**src/rtl/pc_fetch.sv**
```systemverilog
// rtl/pc_fetch.sv - PC register and two-state instruction fetch stage
// Optional retire/stall counters are enabled with `define PC_FETCH_PERF_EN.
module pc_fetch #(
  parameter logic [31:0] RESET_PC = 32'h80000000,
  parameter logic [31:0] ILLOP_PC = 32'h80000004,
  parameter logic [31:0] XADR_PC  = 32'h80000008
) (
  input  logic        clk,
  input  logic        reset,
  input  logic [2:0]  PCSrc,
  input  logic        ALUOut0,
  input  logic [31:0] DataBusA,
  output logic        imem_req,
  output logic [31:0] imem_addr,
  input  logic        imem_ready,
  input  logic [31:0] imem_rdata,
  output logic [31:0] Instruct,
  output logic        instr_valid,
  output logic [31:0] PC,
  output logic [31:0] PC_plus4,
  output logic        jiandu
`ifdef PC_FETCH_PERF_EN
  ,
  output logic [31:0] retired_cnt,
  output logic [31:0] fetch_stall_cnt
`endif
);

  localparam logic [0:0] FETCH = 1'b0;
  localparam logic [0:0] EXEC  = 1'b1;

  logic [0:0]  state;
  logic [31:0] next_pc;
  logic [30:0] br_off;

  // Reset gates the handshake outputs so nothing escapes in the reset cycle.
  assign imem_req    = (state == FETCH) && !reset;
  assign instr_valid = (state == EXEC) && !reset;
  assign imem_addr   = {PC[31:2], 2'b00};
  assign PC_plus4    = {PC[31], PC[30:0] + 31'd4};
  assign jiandu      = PC[31];
  assign br_off      = {{13{Instruct[15]}}, Instruct[15:0], 2'b00};

  always_comb begin
    next_pc = PC_plus4;
    case (PCSrc)
      3'd0: next_pc = PC_plus4;
      3'd1: next_pc = ALUOut0 ? {PC_plus4[31], PC_plus4[30:0] + br_off} : PC_plus4;
      3'd2: next_pc = {PC_plus4[31:28], Instruct[25:0], 2'b00};
      // jr may drop supervisor but can never raise it
      3'd3: next_pc = {PC[31] & DataBusA[31], DataBusA[30:0]};
      3'd4: next_pc = ILLOP_PC;
      default: next_pc = XADR_PC;
    endcase
  end

  always_ff @(posedge clk) begin
    if (reset) begin
      state    <= FETCH;
      PC       <= RESET_PC;
      Instruct <= 32'h0;
    end else if (state == FETCH) begin
      if (imem_ready) begin
        Instruct <= imem_rdata;
        state    <= EXEC;
      end
    end else begin
      PC    <= next_pc;
      state <= FETCH;
    end
  end

`ifdef PC_FETCH_PERF_EN
  always_ff @(posedge clk) begin
    if (reset) begin
      retired_cnt     <= 32'h0;
      fetch_stall_cnt <= 32'h0;
    end else begin
      if (state == EXEC) retired_cnt <= retired_cnt + 32'd1;
      if (state == FETCH && !imem_ready) fetch_stall_cnt <= fetch_stall_cnt + 32'd1;
    end
  end
`endif

endmodule

```
**config.mk**
```make
export PLATFORM = sky130hd
export DESIGN_NAME = pc_fetch
export DESIGN_NICKNAME = d
export VERILOG_FILES = /design/src/rtl/pc_fetch.sv
export SDC_FILE = /design/constraint.sdc
export NUM_CORES = 1
export LEC_CHECK = 0
export ABC_CLOCK_PERIOD_IN_PS = 4100
export BUFFER_PORTS_ARGS = -buffer_cell sky130_fd_sc_hd__clkbuf_2
export CAP_MARGIN = 0
export CORE_ASPECT_RATIO = 0.75
export CORE_MARGIN = 3
export CORE_UTILIZATION = 51
export DETAILED_ROUTE_END_ITERATION = 7
export GPL_ROUTABILITY_DRIVEN = 1
export GPL_TIMING_DRIVEN = 0
export PLACE_DENSITY = 0.82
export SETUP_SLACK_MARGIN = 0.15
export SLEW_MARGIN = 10
export SYNTH_ARGS = -nofsm -noshare
export SYNTH_HDL_FRONTEND = slang
export SYNTH_SLANG_ARGS = --single-unit
export TNS_END_PERCENT = 30
```
**constraint.sdc**
```tcl
create_clock -name clk -period 4.1 [get_ports clk]
set_input_delay 0.615 -clock clk [delete_from_list [all_inputs] [get_ports clk]]
set_output_delay 0.615 -clock clk [all_outputs]
set_load 0.1 [all_outputs]
```
======== Word-level counts from Yosys, hierarchy flattened ========
Index checks and enable logic that the tools add are counted.
word-level totals
  register bits ........................... 65
  output and inout port bits .............. 131
  logic and storage cells ................. 25
cells by class
  add/sub/neg operators ................... 2
  eq/ne operators ......................... 4
  mux-type cells .......................... 3
  bitwise logic cells ..................... 5
  reductions and logical operators ........ 7
operators by type and width
  kind                                                                   count
  32-bit one-hot mux with 5 select lines                                 1
  31-bit by 3-bit adder with 31-bit output, second input constant        1
  31-bit adder                                                           1
  31-bit two-way mux                                                     1
  3-bit by 2-bit equality test with 1-bit output, second input constant  2
  1-bit NOT                                                              4
  4-bit AND reduction                                                    1
  3-bit by 1-bit equality test with 1-bit output, second input constant  1
  3-bit equality test, second input constant                             1
  3-bit logical NOT                                                      1
  1-bit logical AND                                                      2
  2-bit AND reduction                                                    1
  2-bit OR reduction                                                     1
  1-bit bitwise AND                                                      1
  1-bit logical NOT                                                      1
  1-bit two-way mux                                                      1

======== Logic depth before layout (Yosys ltp) ========
Gate-level depths: netlist (run 1).
  depth after elaboration ................. 4
  depth in mapped cells ................... 16
  depth with buffers taken out ............ 16

======== Worst setup path before layout (run 1) ========
No wires, ideal clock.
  path kind ............................... register to register
  start ................................... register PC[10]
  end ..................................... register PC[30]
  data arrival time ....................... 5.620 ns
  data required time ...................... 3.975 ns
  path slack .............................. -1.645 ns
  stages on the path, launching flop included .. 16
  buffers on the path ..................... 1
  cells stage by stage .................... dfxtp_1 -> and4_4 -> nand4_4 -> nor2_2 -> nand4_1 -> xnor2_1 -> ha_1 -> clkbuf_1 -> a21oi_1 -> o21ai_0 -> a2111oi_0 -> o2111ai_1 -> o221ai_1 -> xnor2_1 -> a21boi_1 -> o32ai_1
on the way
  cells in the longest elaborated chain, start to end .. 4
ends and longest elaborated chain
  what                                      RTL line  RTL
  start, declared                           19        output logic [31:0] PC,
  start signal, assigned                    68        PC <= next_pc;
  31-bit by 3-bit adder with 31-bit output  40        assign PC_plus4 = {PC[31], PC[30:0] + 31'd4};
  via PC_plus4[23]                          20        output logic [31:0] PC_plus4,
  31-bit adder                              48        3'd1: next_pc = ALUOut0 ? {PC_plus4[31], PC_plus4[30:0] + br_off} : PC_plus4;
  31-bit two-way mux                        48
  32-bit one-hot mux with 5 select lines    46        case (PCSrc)
The timed path passes the listed nets, and every way through them passes these cells.
A chain may end at the register's enable or synchronous reset.

======== Worst setup path in the final report (run 1) ========
  start ................................... register PC[2]
  end ..................................... register PC[25]
on the way
  cells in the longest elaborated chain, start to end .. 4
ends and longest elaborated chain
  what                                          RTL line
  31-bit by 3-bit adder with 31-bit output (*)  40
  31-bit adder                                  48
  31-bit two-way mux                            48
  32-bit one-hot mux with 5 select lines (*)    46
Every way passes the cells marked *; elsewhere a longest branch is shown, timed or not.

==> results.cfg, run 1 <==
[pwr]
p_leak_nw = 3.58
ir_drop_mv = 0.255
cellPowerDensity_nw_per_um2 = 297

[detailed_routing]
wire_per_inst_um = 20.2
vias_per_cell = 6.13
antenna_left = 0
via_count = 6485
firstDrtPassIters = 7
drtIter0Drc = 770
drc = 0
wl_um = 21400

[floorplanning]
io_pins = 202
core_um2 = 10400
initial_core_util_pct = 52.8
num_rows = 32
fp.dieH_um = 95.9
die_w_um = 126
die_area_um2 = 12100

[min_path]
hold_path_depth = 2
hold_start = Instruct[27]
whs_endpoint = Instruct[27]
worst_hold_path_type = flop to flop

[finish]
drive_gt1_share_pct = 38.0
fin_area_um2 = 7430
final_common_cell = clkbuf_2
multiInputGateArea_um2 = 4050
final.fill_count = 882
final-seq-area_um2 = 1380
areaGrowthSynthToFinish_pct = 35.2
antenna_cells = 0
nNetsFinal = 1023
layout_common_cells = clkbuf_2 (202), nand2_1 (111), a21oi_1 (71)

[synthesis]
yosysTopAreaCell = dfxtp_1
synth_seq_cells = 65
netlist_instances = 707
ys_types = 78
synth.area.top_cells = dfxtp_1 (24%), ha_1 (7.7%), nand2_1 (7.6%), a21oi_1 (6.5%), buf_4 (5.1%)
synthArstFlopShare_pct = 0
avgSynthCellArea_um2 = 7.77
synth_area_um2 = 5490
synth_top_area_share_pct = 23.7
synth-main-ff-cell = dfxtp_1
ys_seq_area_share_pct = 23.7
yosys_warnings = 0
synth-edff-count = 0

[timing]
rsz0062_at_grt = yes
fin_skew_ps = 11.9
fmax_mhz = 261
post-route-period-util_pct = 93.6
tightest_slew_ps = 966
slew_headroom_pct = 35.5
setup_tns_ps = 0
slew_viol_final = 0
hold_viol_final = 0
final-setup-viol-count = 0
min_period_ps = 3840

[place]
gp_congestion = 0.983
hpwlAfterDp_um = 16900
post_dp_cell_area_um2 = 7110
port_buffers = 198

[clock_network]
cts.sinks = 65
hold_buffers = 0
cts_max_level = 3
cts_tree = yes
clk_pin_slew_ps = 60
root_buffer = clkbuf_16
insertion_delay_ps = 340
clockBufferDepth = 2
cts_buffers = 9

[setup_path]
reg2reg_to = PC[25]
crit_fanout = 7
r2r_cells = 14
reg2reg_setup_slack_ps = 260
start_kind = flop
worst-setup-path-type = flop to flop
reg2reg_from = PC[2]
cp.required_ps = 4320
end_kind = flop
crit_arrival_ps = 4060

[flow_run]
maxCapViolations = 0

[global_routing]
grt_max_degree = 20
overflow = 0
grt_first_pass_wirelength_um = 32900
grt_pass1_vias = 6021
grtUsageTotal_pct = 34.6
antenna_found_initial = 0

[status]
outcome = complete, no violations
[cell usage after synthesis (all sizes together) (3+ instances only)]
| master | count |
|---|---|
| nand3b | 3 |
| and4 | 7 |
| xnor2 | 24 |
| o21ai | 44 |
| nand3 | 19 |
| and3b | 3 |
| xor2 | 27 |
| nor2b | 3 |
| o211ai | 4 |
| and3 | 5 |
| and2 | 7 |
| a31oi | 4 |
| o221ai | 5 |
| nor3 | 11 |
| mux2 | 3 |
| a221o | 4 |
| a22o | 9 |
| or2 | 3 |
| o2111ai | 5 |
| a221oi | 4 |
| dfxtp | 65 |
| nor2 | 49 |
| nand2b | 7 |
| clkbuf | 30 |
| a222oi | 16 |
| a32o | 3 |
| a21boi | 3 |
| a2111oi | 3 |
| a21o | 17 |
| a211oi | 5 |
| buf | 44 |
| inv | 12 |
| nand2 | 112 |
| ha | 34 |
| nand4 | 11 |
| mux2i | 7 |
| a21oi | 72 |
[worst max path at each step]
stage / start / endpoint / slack [ps] / cells after the start
6_report: PC[2] / PC[25] / 260 / 14
5_1_grt: PC[2] / PC[30] / 100 / 16
4_1_cts: PC[2] / PC[24] / 280 / 14
3_5_place_dp: PC[2] / PC[24] / 340 / 14
3_3_place_gp: PC[2] / PC[24] / 330 / 14
2_1_floorplan: PC[10] / PC[30] / 150 / 15
[per-stage QoR]
step / std cells / hold slack, ps / worst slack [ps] / utilization (%) / total power, mW
final: 1058 / 459 / 262 / 71.3 / 2.21
after global routing: 1058 / 484 / 102 / 71.3 / 2.28
after CTS: 1058 / 456 / 279 / 71.3 / 2.20
after detailed placement: 1042 / 448 / 338 / 68.3 / 1.41
after global placement: 1042 / 443 / 326 / 68.3 / 1.40
after floorplan: 708 / 622 / 146 / - / 1.26
[logic make-up (layout without fill, tap and decap cells)]
kind of cell | count (synthesis) | in the layout | synth area share, %
AO/OA/AOI/OAI | 214 | 214 | 26.1
XOR/XNOR | 51 | 51 | 8.41
adder cells (fa/ha/maj) | 35 | 35 | 8.11
buffers and inverters | 86 | 300 | 9.54
flip-flops | 65 | 65 | 23.7
multiplexers | 11 | 11 | 2.30
other | 1 | 2 | 0.0683
AND/OR/NAND/NOR | 244 | 244 | 21.8
[area by class of cell]
type	count	share of cell area (%)
plain buffers	74	6.49
clock buffers	11	3.56
clock inverters	5	0.556
inverters	12	0.657
multi-input cells	557	54.6
flip-flops and latches	65	18.6
well taps	136	2.29
repair buffers	198	13.3
[layer usage]
layer | up-vias | track usage, % | routed length [um]
met1 | 3067 | 47.7 | 9040
met4 | 0 | 8.13 | 273
li1 | 2972 | - | -
met2 | 413 | 53.9 | 9410
met5 | - | 0 | 0
met3 | 33 | 10.4 | 2650
[worst max-delay path, cell delays in order, from the launching register on]
cell and delay (ps):
dfxtp_4 400, ha_4 160, nand3_2 160, and3b_2 330, and3_1 270, xor2_4 230
ha_1 270, clkbuf_2 170, a21oi_1 190, o21ai_0 130, a221oi_1 550, o221ai_1 240
nor2_1 180, xor2_1 340, o21ai_1 90
[repair_timing]
item,in CTS,in global routing
resized for setup,0,3
endpoints found under the setup margin,0,2
buffers inserted,0,0
[power breakdown]
group	leakage [nW]	internal, mW	total, mW	switching (mW)
Clock	0.154	0.472	0.798	0.326
Combinational	2.88	0.163	0.716	0.553
Sequential	0.548	0.651	0.694	0.0433
[flip-flops by register name, indices dropped and copies added (netlist names)]
register,cells
PC,32
Instruct,32
state,1
Note: power is estimated with default switching activity, not from simulation.
==> run 2: changes to the inputs <==
--- a/config.mk
+++ b/config.mk
@@ -8,12 +8,10 @@
 export ABC_CLOCK_PERIOD_IN_PS = 4100
 export BUFFER_PORTS_ARGS = -buffer_cell sky130_fd_sc_hd__clkbuf_2
 export CAP_MARGIN = 0
-export CORE_ASPECT_RATIO = 0.75
 export CORE_MARGIN = 3
 export CORE_UTILIZATION = 51
 export DETAILED_ROUTE_END_ITERATION = 7
 export GPL_ROUTABILITY_DRIVEN = 1
-export GPL_TIMING_DRIVEN = 0
 export PLACE_DENSITY = 0.82
 export SETUP_SLACK_MARGIN = 0.15
 export SLEW_MARGIN = 10
==> run 2 against run 1 <==
- setup slack gained 130 ps
- sequential cell count is the same
- combinational power shrank 4.1%
- power shrank 14%
- final area shrank 7.1%
- largest cell class unchanged
==> results.cfg, run 2 (synthesis results as in run 1) <==
[setup_path]
r2r_cells = 13
reg2reg_from = PC[16]
crit_fanout = 9
critPathLaunch = PC[16]
reg2reg_setup_slack_ps = 390
crit_arrival_ps = 3970
cp.required_ps = 4360
end_kind = flop
critPathCapture = PC[30]
worst-setup-path-type = flop to flop
reg2reg_to = PC[30]
start_kind = flop

[place]
dp_cells = 979
place_ws_ps = 458
post_dp_cell_area_um2 = 6720
gp_congestion = 1.05
port_buffers = 199
hpwlAfterDp_um = 16400

[timing]
tightest_slew_ps = 1160
final-setup-viol-count = 0
setup_tns_ps = 0
min_period_ps = 3710
rsz0062_at_grt = no
hold_viol_final = 0
slew_headroom_pct = 22.4
slew_viol_final = 0
worst_hold_slack_ps = 465
fmax_mhz = 270
fin_skew_ps = 13.1
post-route-period-util_pct = 90.4
postLayoutSetupSlackWorst_ps = 392

[clock_network]
cts.sinks = 65
insertion_delay_ps = 360
cts_tree = yes
root_buffer = clkbuf_8
cts_setup_buffers = 0
cts_max_level = 3
cts_buffers = 9
clockBufferDepth = 2
hold_buffers = 0
clk_pin_slew_ps = 90
ctsResizeCount = 0

[floorplanning]
fp.dieH_um = 110
core_um2 = 10400
initial_core_util_pct = 52.7
die_area_um2 = 12100
io_pins = 202
num_rows = 37
die_w_um = 110

[pwr]
power_mw = 1.91
ir_drop_mv = 0.456
cellPowerDensity_nw_per_um2 = 277
p_leak_nw = 3.26

[min_path]
worst_hold_path_type = input port to flop
hold_path_depth = 3

[detailed_routing]
via_count = 6140
drtIter0Drc = 794
firstDrtPassIters = 6
drc = 0
vias_per_cell = 6.17
wl_um = 21000
antenna_left = 0
wire_per_inst_um = 21.1

[finish]
fin_area_um2 = 6900
drive_gt1_share_pct = 36.1
layout_common_cells = clkbuf_2 (199), nand2_1 (111), a21oi_1 (71)
final_common_cell = clkbuf_2
areaGrowthSynthToFinish_pct = 25.5
final.fill_count = 958
top_regs = Instruct (32), PC (32), state (1)
fin_cells = 995
fin_util_pct = 66.2
nNetsFinal = 960
antenna_cells = 0

[global_routing]
grt_max_degree = 40
overflow = 0
grt_pass1_vias = 5873
antenna_found_initial = 0
grt_first_pass_wirelength_um = 32000
grtUsageTotal_pct = 34.6

[flow_run]
maxCapViolations = 0

[status]
outcome = complete, no violations
## run 2: worst min-delay path by stage
stage                        end  slack (ps)          start
global placement    Instruct[31]         440   Instruct[31]
global route         Instruct[3]         470  imem_rdata[3]
finish               Instruct[5]         470  imem_rdata[5]
CTS                  Instruct[5]         460  imem_rdata[5]
detailed placement  Instruct[30]         450   Instruct[30]
floorplan                  PC[3]         620          state
## run 2: report_power, final
part,total [mW],internal (mW),switching [mW]
combinational,0.687,0.147,0.540
sequential,0.691,0.650,0.0411
clock,0.530,0.228,0.302
## run 2: critical path: stages (launching register included)
cell and delay (ps):
dfxtp_4 420, and4_4 280, nand4_4 210, nor4_4 550
xor2_4 180, ha_1 540, and4_1 280, and3_1 190
o2111ai_1 200, o2111ai_1 160, o221ai_1 170, xnor2_1 220
a21boi_1 90, o32ai_1 140
## run 2: routing by layer
metal  share of wire [%]  global-route usage, %
met5                   0                      0
met4                 3.3                   14.0
met3                 8.5                   5.70
met2                  47                   58.0
met1                  41                   44.1
## run 2: final cells by class
| class | count | area, um2 | area share (%) |
|---|---|---|---|
| clock buffers | 10 | 128 | 1.85 |
| clock inverters | 6 | 51.3 | 0.744 |
| inverters | 12 | 48.8 | 0.708 |
| multi-input cells | 557 | 4050 | 58.7 |
| flip-flops and latches | 65 | 1380 | 20.0 |
| well taps | 136 | 170 | 2.47 |
| repair buffers | 209 | 1070 | 15.5 |
